`config.mk`:
```
export PLATFORM = sky130hd
export DESIGN_NAME = alu_pipe_flat
export DESIGN_NICKNAME = d
export VERILOG_FILES = /design/src/rtl/alu_pipe_if.sv /design/src/rtl/alu_pipe.sv /design/src/flat_wrapper.sv
export SDC_FILE = /design/constraint.sdc
export NUM_CORES = 1
export LEC_CHECK = 0
export ABC_AREA = 0
export CAP_MARGIN = 20
export CORE_MARGIN = 4
export CORE_UTILIZATION = 57
export CTS_CLUSTER_DIAMETER = 30
export CTS_CLUSTER_SIZE = 10
export DETAILED_ROUTE_END_ITERATION = 10
export PLACE_DENSITY = 0.78
export SLEW_MARGIN = 20
export SYNTH_ARGS = -nofsm -noshare
export SYNTH_HDL_FRONTEND = slang
export SYNTH_SLANG_ARGS = --single-unit
```
`constraint.sdc`:
```
create_clock -name clk -period 3.2 [get_ports clk]
set_input_delay 0.48 -clock clk [delete_from_list [all_inputs] [get_ports clk]]
set_output_delay 0.48 -clock clk [all_outputs]
set_load 0.005 [all_outputs]
```
`src/rtl/alu_pipe_if.sv`:
```
// Handshake bundle for the pipelined ALU. The issue side drives in_*, and the
// writeback side consumes out_* and drives out_ready back.
interface alu_pipe_if #(
  parameter int WIDTH = 16
);
  logic             in_valid;
  logic             in_ready;
  logic [2:0]       in_op;
  logic [WIDTH-1:0] in_a;
  logic [WIDTH-1:0] in_b;
  logic             out_valid;
  logic             out_ready;
  logic [WIDTH-1:0] out_result;
  logic             out_wr_en;
  logic             out_carry;
  logic             out_zero;

  modport master (
    output in_valid, in_op, in_a, in_b, out_ready,
    input  in_ready, out_valid, out_result, out_wr_en, out_carry, out_zero
  );

  modport slave (
    input  in_valid, in_op, in_a, in_b, out_ready,
    output in_ready, out_valid, out_result, out_wr_en, out_carry, out_zero
  );
endinterface

```
`src/rtl/alu_pipe.sv`:
```
// Two-stage pipelined ALU. It holds the architectural C/Z flags and evaluates
// the conditional ops against them. Valid/ready handshakes are used on both sides.
module alu_pipe #(
  parameter int WIDTH          = 16,
  parameter int ADL_SHIFT      = 1,
  parameter int SUB_SETS_CARRY = 0
) (
  input  logic       clk,
  input  logic       reset,
  input  logic       flush,
  alu_pipe_if.slave  bus
);
  localparam logic [2:0] OP_ADD = 3'b000;
  localparam logic [2:0] OP_ADZ = 3'b001;
  localparam logic [2:0] OP_ADC = 3'b010;
  localparam logic [2:0] OP_ADL = 3'b011;
  localparam logic [2:0] OP_NDU = 3'b100;
  localparam logic [2:0] OP_NDZ = 3'b101;
  localparam logic [2:0] OP_NDC = 3'b110;
  localparam logic [2:0] OP_SUB = 3'b111;

  logic             r_s1_valid;
  logic [2:0]       r_s1_op;
  logic [WIDTH-1:0] r_s1_a;
  logic [WIDTH-1:0] r_s1_b;

  logic             r_s2_valid;
  logic [WIDTH-1:0] r_s2_result;
  logic             r_s2_wr_en;

  logic             r_c;
  logic             r_z;

  logic             w_adv2;
  logic             w_adv1;
  logic             w_in_ready;
  logic             w_accept;
  logic             w_xfer;

  logic [WIDTH-1:0] w_b_shl;
  logic [WIDTH:0]   w_sum_add;
  logic [WIDTH:0]   w_sum_adl;
  logic [WIDTH:0]   w_sum_sub;
  logic [WIDTH-1:0] w_nand;

  logic [WIDTH-1:0] w_res;
  logic             w_cout;
  logic             w_exec;
  logic             w_c_next;
  logic             w_z_next;

  // S1 and S2 advance together, so a full pipe still sustains one op per cycle.
  assign w_adv2     = !r_s2_valid || bus.out_ready;
  assign w_adv1     = w_adv2;
  assign w_in_ready = (!r_s1_valid || w_adv1) && !flush;
  assign w_accept   = bus.in_valid && w_in_ready;
  assign w_xfer     = w_adv1 && r_s1_valid && !flush;

  assign w_b_shl   = r_s1_b << ADL_SHIFT;
  assign w_sum_add = {1'b0, r_s1_a} + {1'b0, r_s1_b};
  assign w_sum_adl = {1'b0, r_s1_a} + {1'b0, w_b_shl};
  assign w_sum_sub = {1'b0, r_s1_a} + {1'b0, ~r_s1_b} + {{WIDTH{1'b0}}, 1'b1};
  assign w_nand    = ~(r_s1_a & r_s1_b);

  always_comb begin
    w_res    = w_sum_add[WIDTH-1:0];
    w_cout   = w_sum_add[WIDTH];
    w_exec   = 1'b1;
    w_c_next = r_c;
    case (r_s1_op)
      OP_ADD: begin
        w_c_next = w_cout;
      end
      OP_ADZ: begin
        w_exec   = r_z;
        w_c_next = w_cout;
      end
      OP_ADC: begin
        w_exec   = r_c;
        w_c_next = w_cout;
      end
      OP_ADL: begin
        w_res    = w_sum_adl[WIDTH-1:0];
        w_cout   = w_sum_adl[WIDTH];
        w_c_next = w_cout;
      end
      OP_NDU: begin
        w_res = w_nand;
      end
      OP_NDZ: begin
        w_res  = w_nand;
        w_exec = r_z;
      end
      OP_NDC: begin
        w_res  = w_nand;
        w_exec = r_c;
      end
      OP_SUB: begin
        w_res    = w_sum_sub[WIDTH-1:0];
        w_cout   = w_sum_sub[WIDTH];
        w_c_next = (SUB_SETS_CARRY != 0) ? w_cout : r_c;
      end
      default: begin
        w_exec = 1'b1;
      end
    endcase
    // A skipped op still produces its result, but it leaves both flags untouched.
    if (!w_exec) begin
      w_c_next = r_c;
    end
    w_z_next = w_exec ? (w_res == '0) : r_z;
  end

  always_ff @(posedge clk or posedge reset) begin
    if (reset) begin
      r_s1_valid  <= 1'b0;
      r_s1_op     <= '0;
      r_s1_a      <= '0;
      r_s1_b      <= '0;
      r_s2_valid  <= 1'b0;
      r_s2_result <= '0;
      r_s2_wr_en  <= 1'b0;
      r_c         <= 1'b0;
      r_z         <= 1'b0;
    end else if (flush) begin
      r_s1_valid <= 1'b0;
      r_s2_valid <= 1'b0;
    end else begin
      if (w_in_ready) begin
        r_s1_valid <= bus.in_valid;
      end
      if (w_accept) begin
        r_s1_op <= bus.in_op;
        r_s1_a  <= bus.in_a;
        r_s1_b  <= bus.in_b;
      end
      if (w_adv2) begin
        r_s2_valid <= r_s1_valid;
      end
      // The flags change only when an op moves into S2, so a stalled pipe holds them.
      if (w_xfer) begin
        r_s2_result <= w_res;
        r_s2_wr_en  <= w_exec;
        r_c         <= w_c_next;
        r_z         <= w_z_next;
      end
    end
  end

  assign bus.in_ready   = w_in_ready;
  assign bus.out_valid  = r_s2_valid;
  assign bus.out_result = r_s2_result;
  assign bus.out_wr_en  = r_s2_wr_en;
  assign bus.out_carry  = r_c;
  assign bus.out_zero   = r_z;
endmodule

```
`src/flat_wrapper.sv`:
```
// flat-port wrapper written by rule: the top's interface ports become plain ports
module alu_pipe_flat 
#(
  parameter int WIDTH          = 16,
  parameter int ADL_SHIFT      = 1,
  parameter int SUB_SETS_CARRY = 0
)
  (clk, reset, flush, bus_in_valid, bus_in_op, bus_in_a, bus_in_b, bus_out_ready, bus_in_ready, bus_out_valid, bus_out_result, bus_out_wr_en, bus_out_carry, bus_out_zero);
  alu_pipe_if #(.WIDTH(WIDTH)) bus_i ();
  input  logic clk;
  input  logic reset;
  input  logic flush;
  input wire logic [$bits(bus_i.in_valid)-1:0] bus_in_valid;
  input wire logic [$bits(bus_i.in_op)-1:0] bus_in_op;
  input wire logic [$bits(bus_i.in_a)-1:0] bus_in_a;
  input wire logic [$bits(bus_i.in_b)-1:0] bus_in_b;
  input wire logic [$bits(bus_i.out_ready)-1:0] bus_out_ready;
  output wire logic [$bits(bus_i.in_ready)-1:0] bus_in_ready;
  output wire logic [$bits(bus_i.out_valid)-1:0] bus_out_valid;
  output wire logic [$bits(bus_i.out_result)-1:0] bus_out_result;
  output wire logic [$bits(bus_i.out_wr_en)-1:0] bus_out_wr_en;
  output wire logic [$bits(bus_i.out_carry)-1:0] bus_out_carry;
  output wire logic [$bits(bus_i.out_zero)-1:0] bus_out_zero;
  assign bus_i.in_valid = bus_in_valid;
  assign bus_i.in_op = bus_in_op;
  assign bus_i.in_a = bus_in_a;
  assign bus_i.in_b = bus_in_b;
  assign bus_i.out_ready = bus_out_ready;
  assign bus_in_ready = bus_i.in_ready;
  assign bus_out_valid = bus_i.out_valid;
  assign bus_out_result = bus_i.out_result;
  assign bus_out_wr_en = bus_i.out_wr_en;
  assign bus_out_carry = bus_i.out_carry;
  assign bus_out_zero = bus_i.out_zero;
  alu_pipe #(.WIDTH(WIDTH), .ADL_SHIFT(ADL_SHIFT), .SUB_SETS_CARRY(SUB_SETS_CARRY)) u_core (.clk(clk), .reset(reset), .flush(flush), .bus(bus_i));
endmodule
```
==> results of run 1 <==
==> per-stage QoR <==
step                cells  utilization  area, um2
floorplan             559            -       5065
global placement      723       0.6719       5831
detailed placement    723       0.6719       5831
CTS                   731       0.6853       5947
global route          732       0.6905       5992
finish                732       0.6905       5992
==> final cells by class <==
class | count | area [um2] | area share
inverters | 36 | 135.1 | 0.02255
flip-flops and latches | 56 | 1403 | 0.2341
repair buffers | 81 | 770.7 | 0.1286
well taps | 108 | 135.1 | 0.02255
multi-input cells | 443 | 3441 | 0.5742
clock inverters | 2 | 35.03 | 0.005847
clock buffers | 6 | 72.57 | 0.01211
==> final timing paths <==
path / to / slack (ps) / cells after the start
hold / removal: u_core.bus.out_result[1]$_DFFE_PP0P_ / 490 / 2
setup reg to reg: u_core.bus.out_zero$_DFFE_PP0P_ / 120 / 12
hold reg to reg: u_core.bus.out_result[1]$_DFFE_PP0P_ / 490 / 2
min in group asynchronous: u_core.r_s1_a[1]$_DFFE_PP0P_ / 530 / 3
max in group asynchronous: u_core.r_s1_b[0]$_DFFE_PP0P_ / 2380 / 3
setup / recovery: u_core.bus.out_zero$_DFFE_PP0P_ / 120 / 12
==> critical path, cell delays in order, from the launching register on <==
cell and delay (ps):
sky130_fd_sc_hd__dfrtp_2 420, sky130_fd_sc_hd__ha_1 260, sky130_fd_sc_hd__inv_1 80, sky130_fd_sc_hd__fa_1 410
sky130_fd_sc_hd__nor2_2 160, sky130_fd_sc_hd__o221ai_2 170, sky130_fd_sc_hd__o2bb2ai_1 220, sky130_fd_sc_hd__o22ai_1 200
sky130_fd_sc_hd__mux2_2 390, sky130_fd_sc_hd__nor4_4 350, sky130_fd_sc_hd__nor4_2 100, sky130_fd_sc_hd__nand4_1 130
sky130_fd_sc_hd__o31ai_2 70
==> synth_stat cells, drive strengths merged (3+ instances only) <==
library cell  count  area, um2
a2111oi           3      52.55
a211o             3      26.28
a211oi           11      100.1
a21boi            4      30.03
a21o              8      60.06
a21oi            33      168.9
a311oi            3      26.28
a31oi             6      37.54
and2              6      37.54
and3             12      76.33
buf               8      52.55
clkbuf           16      80.08
dfrtp            56       1401
fa                3      60.06
ha               47      588.1
inv              36      135.1
mux2             39      439.2
mux2i             8      80.08
mux4              3      67.56
nand2            46      172.7
nand2b            7      51.30
nand3            10      55.05
nand4             4      25.02
nor2             40      150.1
nor2b             8      50.05
nor3             12      65.06
nor3b             5      42.54
nor4              5      37.53
o2111ai           4      35.03
o21a              5      37.54
o21ai            31      155.2
o22ai             3      18.77
o31a              3      26.28
o31ai             4      35.03
or2               4      25.03
or3               7      55.05
xnor2            12      105.1
xor2              7      61.31
==> power groups by stage <==
| stage | sequential, uW | combinational, uW | clock, uW |
|---|---|---|---|
| floorplan | 994 | 1500 | 0 |
| global placement | 1000 | 2150 | 0 |
| detailed placement | 1010 | 2180 | 0 |
| CTS | 997 | 2200 | 484 |
| global route | 1020 | 2470 | 519 |
| finish | 999 | 2260 | 468 |
==> sequential cells by signal, summed over array words and instances (netlist names) <==
signal / count
u_core.bus.out_carry: 1
u_core.bus.out_result: 16
u_core.r_s1_valid: 1
u_core.bus.out_wr_en: 1
u_core.r_s1_a: 16
u_core.r_s1_b: 16
u_core.r_s1_op: 3
u_core.bus.out_zero: 1
u_core.bus.out_valid: 1
==> kinds of logic after synthesis <==
family	Yosys count	synth area share
adder cells (fa/ha/maj)	50	0.1280
AO/OA/AOI/OAI	147	0.2083
AND/OR/NAND/NOR	177	0.1855
buffers and inverters	60	0.05287
XOR/XNOR	19	0.03286
flip-flops	56	0.2767
multiplexers	50	0.1159
==> timing repair <==
| action | 4_1_cts | 5_1_grt |
|---|---|---|
| setup buffers | 0 | 1 |
| cloned | 0 | 0 |
| endpoints found under the setup margin | 1 | 3 |
| pin swaps | 0 | 1 |
| gates resized for setup | 1 | 9 |
==> routing by layer <==
| metal | share of wire | up-vias |
|---|---|---|
| met2 | 0.44 | 183 |
| met1 | 0.47 | 2156 |
| met3 | 0.069 | 14 |
| met5 | 0 | - |
| li1 | - | 2172 |
| met4 | 0.013 | 0 |
==> impl_metrics.json, run 1 <==
{
  "outcome": "finished clean",
  "viasPerCell": 6.182,
  "cellPowerDensity_nw_per_um2": 622.3,
  "totalNegativeSetupSlack_ps": 0,
  "gp_congestion": 0.9691,
  "hold_buf_cts": 0,
  "place_ws_ps": -11.45,
  "mostFrequentLayoutCell": "sky130_fd_sc_hd__clkdlybuf4s50_1",
  "fp.dieH_um": 102.3,
  "commonest_cells_after_routing_fill_and_taps_aside": "sky130_fd_sc_hd__clkdlybuf4s50_1, sky130_fd_sc_hd__dfrtp_1, sky130_fd_sc_hd__nand2_1, sky130_fd_sc_hd__ha_1",
  "groute.usage.overall": 0.2645,
  "syn-cell-area_um2": 5065,
  "post_synth_edffs": 0,
  "syn_inst": 559,
  "power.clock.fraction": 0.126,
  "num-fill-cells": 704,
  "core_area_um2": 8678,
  "cts_tree": "built",
  "final_min_period_over_clock_period": 0.9616,
  "design.final.nets": 713,
  "detailed_place_hpwl_um": 10590,
  "static-leakage-power_uw": 0.002616,
  "worstSkewPairLatency_ps": 320,
  "final_layout_size_suffix_gt1_frac": 0.1619,
  "floorplan.rows": 34,
  "synth_sequential_area_ratio": 0.2767,
  "busiest_layer": "met1",
  "clock_sink_count": 56,
  "synth-async-reset-ratio": 1.000,
  "critical_path_arrival_ps": 3290,
  "switchingPower_uw": 1570,
  "yosysWarnings": 0,
  "drv_slew": 0,
  "setup_violations": 0,
  "global_route.usage.met3": 0.03072,
  "dr.pass1.iters": 5,
  "yosys_most_used_dff": "sky130_fd_sc_hd__dfrtp_1",
  "cts.root.buffer_cell": "sky130_fd_sc_hd__clkbuf_8",
  "p_total_uw": 3729,
  "grt_first_pass_wirelength_um": 21710,
  "critical_path_class": "flip-flop to flip-flop",
  "setup.worst_path.start": "u_core.r_s1_b[0]$_DFFE_PP0P_",
  "vias": 4525,
  "design.die.area_um2": 10460,
  "ports": 61,
  "setup_repair_after_global_routing_missed_its_margin": "false",
  "grtUsageMet1": 0.4042,
  "ctsLongestPathBuffers": 2,
  "gr-total-overflow": 0,
  "timing.slew.headroom": 0.6000,
  "clkTransAtPathRegs_ps": 100,
  "timing.hold.ws_ps": 488.1,
  "critical_path.startpoint_type": "flip-flop",
  "die_width_um": 102.3,
  "grt_antenna_before_repair": 0,
  "worst_slew_pin_slew_ps": 596.4,
  "timing.critical_path.required_ps": 3410,
  "grt_max_degree": 57,
  "groute.layer.met2.usage": 0.4008,
  "p_comb_frac": 0.607,
  "clock-skew-final_ps": 8.436,
  "detailedRoute.firstIterationViolations": 314,
  "final.min_clock_period_ps": 3077,
  "antennaDiodeCount": 0,
  "cts.htree.levels": 2,
  "fmaxAchievable_mhz": 325.0,
  "final_hold_viol_count": 0,
  "max_cap_viol_count": 0,
  "drt-total-wl_um": 13390,
  "detail_route.drc_violations": 0,
  "post_synthesis_net_count": 649,
  "cell_internal_pwr_uw": 2159,
  "ir_worst_vdd_mv": 0.2939,
  "synth_area_per_cell_um2": 9.061,
  "via_count_of_the_first_global_routing_pass": 4239,
  "post_drt_wl_per_cell_um": 18.29,
  "synth-seq-cells": 56,
  "area_delta_synth_final_pct": 18.31,
  "switching_portion_of_total_power": 0.4210,
  "crit_path_max_fanout": 5,
  "initial_core_util": 0.5836,
  "seq_power_share": 0.268,
  "worst_hold_startpoint": "u_core.bus.out_result[1]$_DFFE_PP0P_",
  "timing.hold.worst.class": "flip-flop to flip-flop",
  "post-route-worst-setup-slack_ps": 123.0,
  "worstSetupEndpointType": "flip-flop",
  "post_synth_num_cell_types": 87,
  "residual_antenna_violating_net_count_after_detailed_routing": 0,
  "buffer_ports.inserted": 60,
  "crit_reg_reg_startpoint": "u_core.r_s1_b[0]$_DFFE_PP0P_",
  "cts_buffers": 5
}
(Power assumes the default switching activity.)
==> inputs of run 2 (changes only) <==
CORE_UTILIZATION = 62   (was 57)
CTS_CLUSTER_DIAMETER = 50   (was 30)
PLACE_DENSITY = 0.84   (was 0.78)
clock period = 3.75 ns   (was 3.2 ns; I/O delays follow)
==> run 2 against run 1 <==
  * Cell area decreased by 2.9%
  * Register-to-register slack better by 360 ps
  * Count of clock-buffer cells in the layout unchanged
  * Clock skew grew 1.8 ps
  * Routed wire length increased by 4.2%
  * Cell count fell by 2.9%
  * Clock power down 14%
  * Sequential cell count is the same
==> impl_metrics.json, run 2 (synthesized netlist as in run 1, its figures left out) <==
{
  "sequential_cell_area_um2": 1401,
  "ir_worst_vdd_mv": 0.2968,
  "post_dp_cell_area_um2": 5708,
  "die_width_um": 98.39,
  "antennaDiodeCount": 0,
  "ctsLongestPathBuffers": 2,
  "cts.htree.levels": 2,
  "design.final.nets": 698,
  "cts_setup_buffers": 0,
  "mostFrequentLayoutCell": "sky130_fd_sc_hd__clkdlybuf4s50_1",
  "final_min_period_over_clock_period": 0.8700,
  "design.die.area_um2": 9680,
  "final_layout_size_suffix_gt1_frac": 0.1264,
  "critical_path.startpoint_type": "flip-flop",
  "postCtsResizedCells": 0,
  "worstSetupEndpointType": "flip-flop",
  "multiInputGateArea_um2": 3396,
  "clock-skew-final_ps": 10.22,
  "detailedRoute.firstIterationViolations": 559,
  "gp_congestion": 0.9583,
  "max_cap_viol_count": 0,
  "commonest_cells_after_routing_fill_and_taps_aside": "sky130_fd_sc_hd__clkdlybuf4s50_1, sky130_fd_sc_hd__dfrtp_1, sky130_fd_sc_hd__ha_1",
  "grt_first_pass_wirelength_um": 22910,
  "crit_path_max_fanout": 6,
  "grt_antenna_before_repair": 0,
  "clkTransAtPathRegs_ps": 110,
  "detail_route.drc_violations": 0,
  "vias": 4602,
  "cellPowerDensity_nw_per_um2": 538.4,
  "dr.pass1.iters": 8,
  "final_hold_viol_count": 0,
  "hold_buf_cts": 0,
  "core_area_um2": 7848,
  "residual_antenna_violating_net_count_after_detailed_routing": 0,
  "drt-total-wl_um": 13940,
  "fmaxAchievable_mhz": 306.5,
  "worst_slew_pin_slew_ps": 737.8,
  "initial_core_util": 0.6454,
  "setup_repair_after_global_routing_missed_its_margin": "false",
  "outcome": "finished clean",
  "gr-total-overflow": 0,
  "totalNegativeSetupSlack_ps": 0,
  "cts_buffers": 5,
  "area_delta_synth_final_pct": 14.82,
  "cts.root.buffer_cell": "sky130_fd_sc_hd__clkbuf_8",
  "timing.slew.headroom": 0.5081,
  "critical_path_arrival_ps": 3490,
  "ports": 61,
  "via_count_of_the_first_global_routing_pass": 4492,
  "detailed_place_hpwl_um": 11030,
  "fp.dieH_um": 98.39,
  "cts_tree": "built",
  "viasPerCell": 6.473,
  "final.min_clock_period_ps": 3262,
  "critical_path_class": "flip-flop to flip-flop",
  "buffer_ports.inserted": 60,
  "floorplan.rows": 32,
  "timing.critical_path.required_ps": 3980,
  "num-fill-cells": 624,
  "clock_sink_count": 56,
  "grt_max_degree": 57,
  "timing.hold.worst.class": "flip-flop to flip-flop",
  "final_cell_area_excluding_filler_cells_um2": 5816,
  "worstSkewPairLatency_ps": 320,
  "drv_slew": 0,
  "groute.usage.overall": 0.2907,
  "static-leakage-power_uw": 0.002532,
  "setup_violations": 0,
  "post_drt_wl_per_cell_um": 19.61
}
[run 2: changes by cell type in the layout (fill, tap and decap cells not counted), sizes merged]
cell	delta
buf	-15
[run 2: cell type report]
type                       instances  area share
tap                              102     0.02194
timing repair buffer              66      0.1110
multi-input combinational        443      0.5839
sequential                        56      0.2410
clock inverter                     2    0.006024
clock buffer                       6     0.01248
inverter                          36     0.02367
[run 2: final timing paths]
kind	startpoint	slack, ps	endpoint	cells past startpoint
max in group asynchronous	reset	2580	u_core.r_s1_b[15]$_DFFE_PP0P_	2
max reg2reg	u_core.r_s1_a[0]$_DFFE_PP0P_	490	u_core.bus.out_zero$_DFFE_PP0P_	12
min reg2reg	u_core.bus.out_result[4]$_DFFE_PP0P_	490	u_core.bus.out_result[4]$_DFFE_PP0P_	2
min in group asynchronous	reset	710	u_core.r_s1_b[8]$_DFFE_PP0P_	2
max	u_core.r_s1_a[0]$_DFFE_PP0P_	490	u_core.bus.out_zero$_DFFE_PP0P_	12
min	u_core.bus.out_result[4]$_DFFE_PP0P_	490	u_core.bus.out_result[4]$_DFFE_PP0P_	2
[run 2: critical path: stages (launching register included)]
cell                       delay (ps)
sky130_fd_sc_hd__dfrtp_1          400
sky130_fd_sc_hd__inv_1             90
sky130_fd_sc_hd__ha_1             210
sky130_fd_sc_hd__fa_1             410
sky130_fd_sc_hd__nand2b_1         210
sky130_fd_sc_hd__a21o_1           240
sky130_fd_sc_hd__nand3_1          230
sky130_fd_sc_hd__a21oi_1          170
sky130_fd_sc_hd__or3_1            370
sky130_fd_sc_hd__a31o_1           250
sky130_fd_sc_hd__nor3_2           260
sky130_fd_sc_hd__nand4_1          140
sky130_fd_sc_hd__o31ai_2          190
[run 2: layer usage]
metal,wire length [um],vias up,GRT usage
met2,6385,213,0.4529
met5,0,-,0
met4,257,0,0.07458
li1,-,2147,-
met3,1023,22,0.04500
met1,6276,2220,0.4235
[run 2: power by group]
part	internal (uW)	total [uW]	switching (uW)
Sequential	739	865	127
Combinational	850	1860	1010
Clock	199	404	205
Total	1790	3130	1340
[run 2: through the flow]
stage	power (uW)	std cells	util	setup WS (ps)	hold slack (ps)
final	3131	711	0.7411	487.6	492.8
after global routing	3343	711	0.7411	315.7	521.4
after CTS	3106	711	0.7411	533.1	494.3
after detailed placement	2694	703	0.7274	565.9	470.1
after global placement	2636	703	0.7270	648.9	457.9
after floorplan	2125	559	-	1040	469.8
==> variant: new RTL, config.mk and constraints of run 2 <==
`WIDTH` is set to 16 in 3 places; all go to 32.
--- a/src/rtl/alu_pipe_if.sv
+++ b/src/rtl/alu_pipe_if.sv
@@ -1,7 +1,7 @@
 // Handshake bundle for the pipelined ALU. The issue side drives in_*, and the
 // writeback side consumes out_* and drives out_ready back.
 interface alu_pipe_if #(
-  parameter int WIDTH = 16
+  parameter int WIDTH = 32
 );
   logic             in_valid;
   logic             in_ready;
--- a/src/rtl/alu_pipe.sv
+++ b/src/rtl/alu_pipe.sv
@@ -1,7 +1,7 @@
 // Two-stage pipelined ALU. It holds the architectural C/Z flags and evaluates
 // the conditional ops against them. Valid/ready handshakes are used on both sides.
 module alu_pipe #(
-  parameter int WIDTH          = 16,
+  parameter int WIDTH          = 32,
   parameter int ADL_SHIFT      = 1,
   parameter int SUB_SETS_CARRY = 0
 ) (
--- a/src/flat_wrapper.sv
+++ b/src/flat_wrapper.sv
@@ -1,7 +1,7 @@
 // flat-port wrapper written by rule: the top's interface ports become plain ports
 module alu_pipe_flat 
 #(
-  parameter int WIDTH          = 16,
+  parameter int WIDTH          = 32,
   parameter int ADL_SHIFT      = 1,
   parameter int SUB_SETS_CARRY = 0
 )
Interface: changed (resized bus_in_a, bus_in_b and bus_out_result); port bits go from 61 to 109. No check against the original RTL was run, so the function may have changed too.
==> variant against run 2 <==
Total power up 150%; clock power rose to 2.5 times the old value; sequential share of layout area down 4.1 points; non-clock buffer count up 153; first-iteration DRC count up 140%; sequential cell count up 48; synthesized area up 110%; final area up 120%; setup slack worse by 0.47 ns; routed wire length rose to 2.6 times the old value; count of clock-buffer cells in the layout up 4; synthesized cell count up 120%; die area up 96%.
==> variant: results (changes against run 2) <==
- The critical path starts at u_core.r_s1_b[0].
- The clock edge transition at the registers on the reported setup and hold paths came to 0.08 ns (-0.03 ns).
* Number of design-rule violations left by the first detailed-router iteration: 1340 (+140%)
- After synthesis, the cell types taking the most area are sky130_fd_sc_hd__dfrtp_1 (25%), sky130_fd_sc_hd__ha_1 (11%), sky130_fd_sc_hd__mux2_2 (7.3%).
* Later-pin clock latency in the skew report: 0.38 ns (+0.06 ns)
- The transition time of the tightest slew-check pin was 0.965 ns (+0.228 ns).
- The post-CTS setup buffer count was 11 (+11).
* Hold wc startpoint: u_core.bus.out_wr_en
- The final number of max-transition violations came to 0 (unchanged).
* Share of layout cells above drive strength 1: 0.211 (+0.0842)
* Count of cell types in the netlist: 100 (+15%)
- The number of cells after detailed placement was 1591 (+130%).
* Leakage component of the power: 5.53 nW (+120%)
- The synthesis warning total is 0 (unchanged).
* Peak supply drop: 338 µV (+14%)
- The number of levels in the clock H-tree came to 3 (+1).
* Maximum number of pins on one net before global-route repair: 55 (-3.5%)
* Worst reg2reg startpoint: u_core.r_s1_b[0]
* Arrival time at the worst endpoint: 4.01 ns (+0.52 ns)
* Root Buffer Master: sky130_fd_sc_hd__clkbuf_16
- Number of antenna repair diodes: 0 (unchanged)
- Cells resized by post-CTS repair: 27 (+27)
- Overall routed net length: 35800 µm (+160%)
- Crit path max fanout: 4 (-2)
- For this design, the slowest cell found on the critical path is sky130_fd_sc_hd__or4b_4.
- The via count of the first global-routing pass was 10100 (+120%).
- Sorting the synthesized cells by how often they occur yields sky130_fd_sc_hd__nand2_1 (109), sky130_fd_sc_hd__dfrtp_1 (104), sky130_fd_sc_hd__ha_1 (95), sky130_fd_sc_hd__nor2_1 (95), sky130_fd_sc_hd__a21oi_1 (91).
- Synthesized area per cell: 8.43 µm² (-6.9%)
- Input/output buffers: 108 (+80%)
- Status: finished, final reports clean
- The weighted congestion reported at the end of routability-driven placement is 1.02 (+6.3%).
- The delay of the slowest cell on the worst path came to 0.59 ns (+0.18 ns).
* Number of vias per cell: 6.65 (+2.7%)
* Antenna violations before repair: 1 (+1)
- Number of buffers created by CTS: 9 (+4)
* Worst min-delay path class: reg -> reg
* Fraction of registers with async set or reset after synthesis: 1.00 (unchanged)
- The sequential area share after synthesis came to 0.249 (-0.0274).
- Number of detailed-route iterations in the first pass: 6 (-2)
- All-Layer GR Usage: 0.364 (+0.0734)
- Nets in the synthesized netlist: 1408 (+120%)
- Clk_skew: 0.0184 ns (+0.00819 ns)
- The buffer levels on the longest clock path is 2 (unchanged).
- The total number of vias came to 10800 (+130%).
- The wire length of the first global-routing pass was 53800 µm (+130%).
- The detailed-placement wirelength estimate is 26700 µm (+140%).
[variant: cell types whose count changed after synthesis, moves of 15 or more]
cell / run 2 / this run
sky130_fd_sc_hd__ha_1: 47 / 95
sky130_fd_sc_hd__dfrtp_1: 56 / 104
sky130_fd_sc_hd__clkbuf_1: 14 / 46
sky130_fd_sc_hd__o21ai_0: 24 / 76
sky130_fd_sc_hd__nand4_1: 4 / 19
sky130_fd_sc_hd__nor2_1: 40 / 95
sky130_fd_sc_hd__nand2_1: 46 / 109
sky130_fd_sc_hd__xnor2_1: 12 / 35
sky130_fd_sc_hd__a21oi_1: 32 / 91
sky130_fd_sc_hd__nand3_1: 9 / 30
sky130_fd_sc_hd__mux2_2: 39 / 68
sky130_fd_sc_hd__nor2b_1: 8 / 27
sky130_fd_sc_hd__inv_1: 35 / 65
[variant: layout make-up]
cell class                 instances  area (µm²)
fill                            1134        3520
clock inverter                     6        61.3
multi-input combinational       1001        7650
clock buffer                      10         239
sequential                       104        2610
timing repair buffer             219        1930
tap                              220         275
inverter                          65         246
[variant: report_power, final]
part	switching, mW	internal (mW)
registers	0.232	1.37
logic	2.83	2.28
clock network	0.521	0.487
total	3.58	4.14
[variant: worst max-delay path: cells and delay by family (launching register included)]
kind                       cells  cell delay [ns]
AOI/OAI and AO/OA              7             1.33
and+or+nand+nor                5             1.30
adders and majority gates      2             0.54
DFF                            1             0.47
[variant: path summary, 6_finish.rpt]
check	to	slack, ns	cells past startpoint
max	u_core.bus.out_zero	0.02	14
min in group asynchronous	u_core.r_s1_a[5]	0.62	2
min	u_core.bus.out_wr_en	0.48	2
max in group asynchronous	u_core.r_s1_a[19]	2.29	3
min reg2reg	u_core.bus.out_wr_en	0.48	2
max reg2reg	u_core.bus.out_zero	0.02	14
[variant: kinds of logic after synthesis]
| family | after synthesis | share of synthesized area |
|---|---|---|
| flops | 104 | 0.249 |
| buf+inv | 133 | 0.0524 |
| compound gates | 384 | 0.260 |
| simple gates | 387 | 0.183 |
| xor+xnor | 50 | 0.0420 |
| fa+ha+maj | 98 | 0.120 |
| mux | 82 | 0.0934 |
[variant: through the flow]
| stage | TNS [ns] | instance area, µm² | setup WS [ns] |
|---|---|---|---|
| finish | 0 | 13000 | 0.0201 |
| global placement | 0 | 12200 | 0.0655 |
| global route | -0.159 | 13000 | -0.159 |
| floorplan | 0 | 10400 | 0.233 |
| CTS | 0 | 12700 | 0.00248 |
| detailed placement | -0.112 | 12200 | -0.112 |
[variant: metal layers]
layer	global-route usage	up-vias	share of wire
met5	0	-	0.00031
met4	0.119	2	0.039
met3	0.0807	133	0.12
met2	0.581	714	0.45
met1	0.491	5073	0.40
li1	-	4882	-
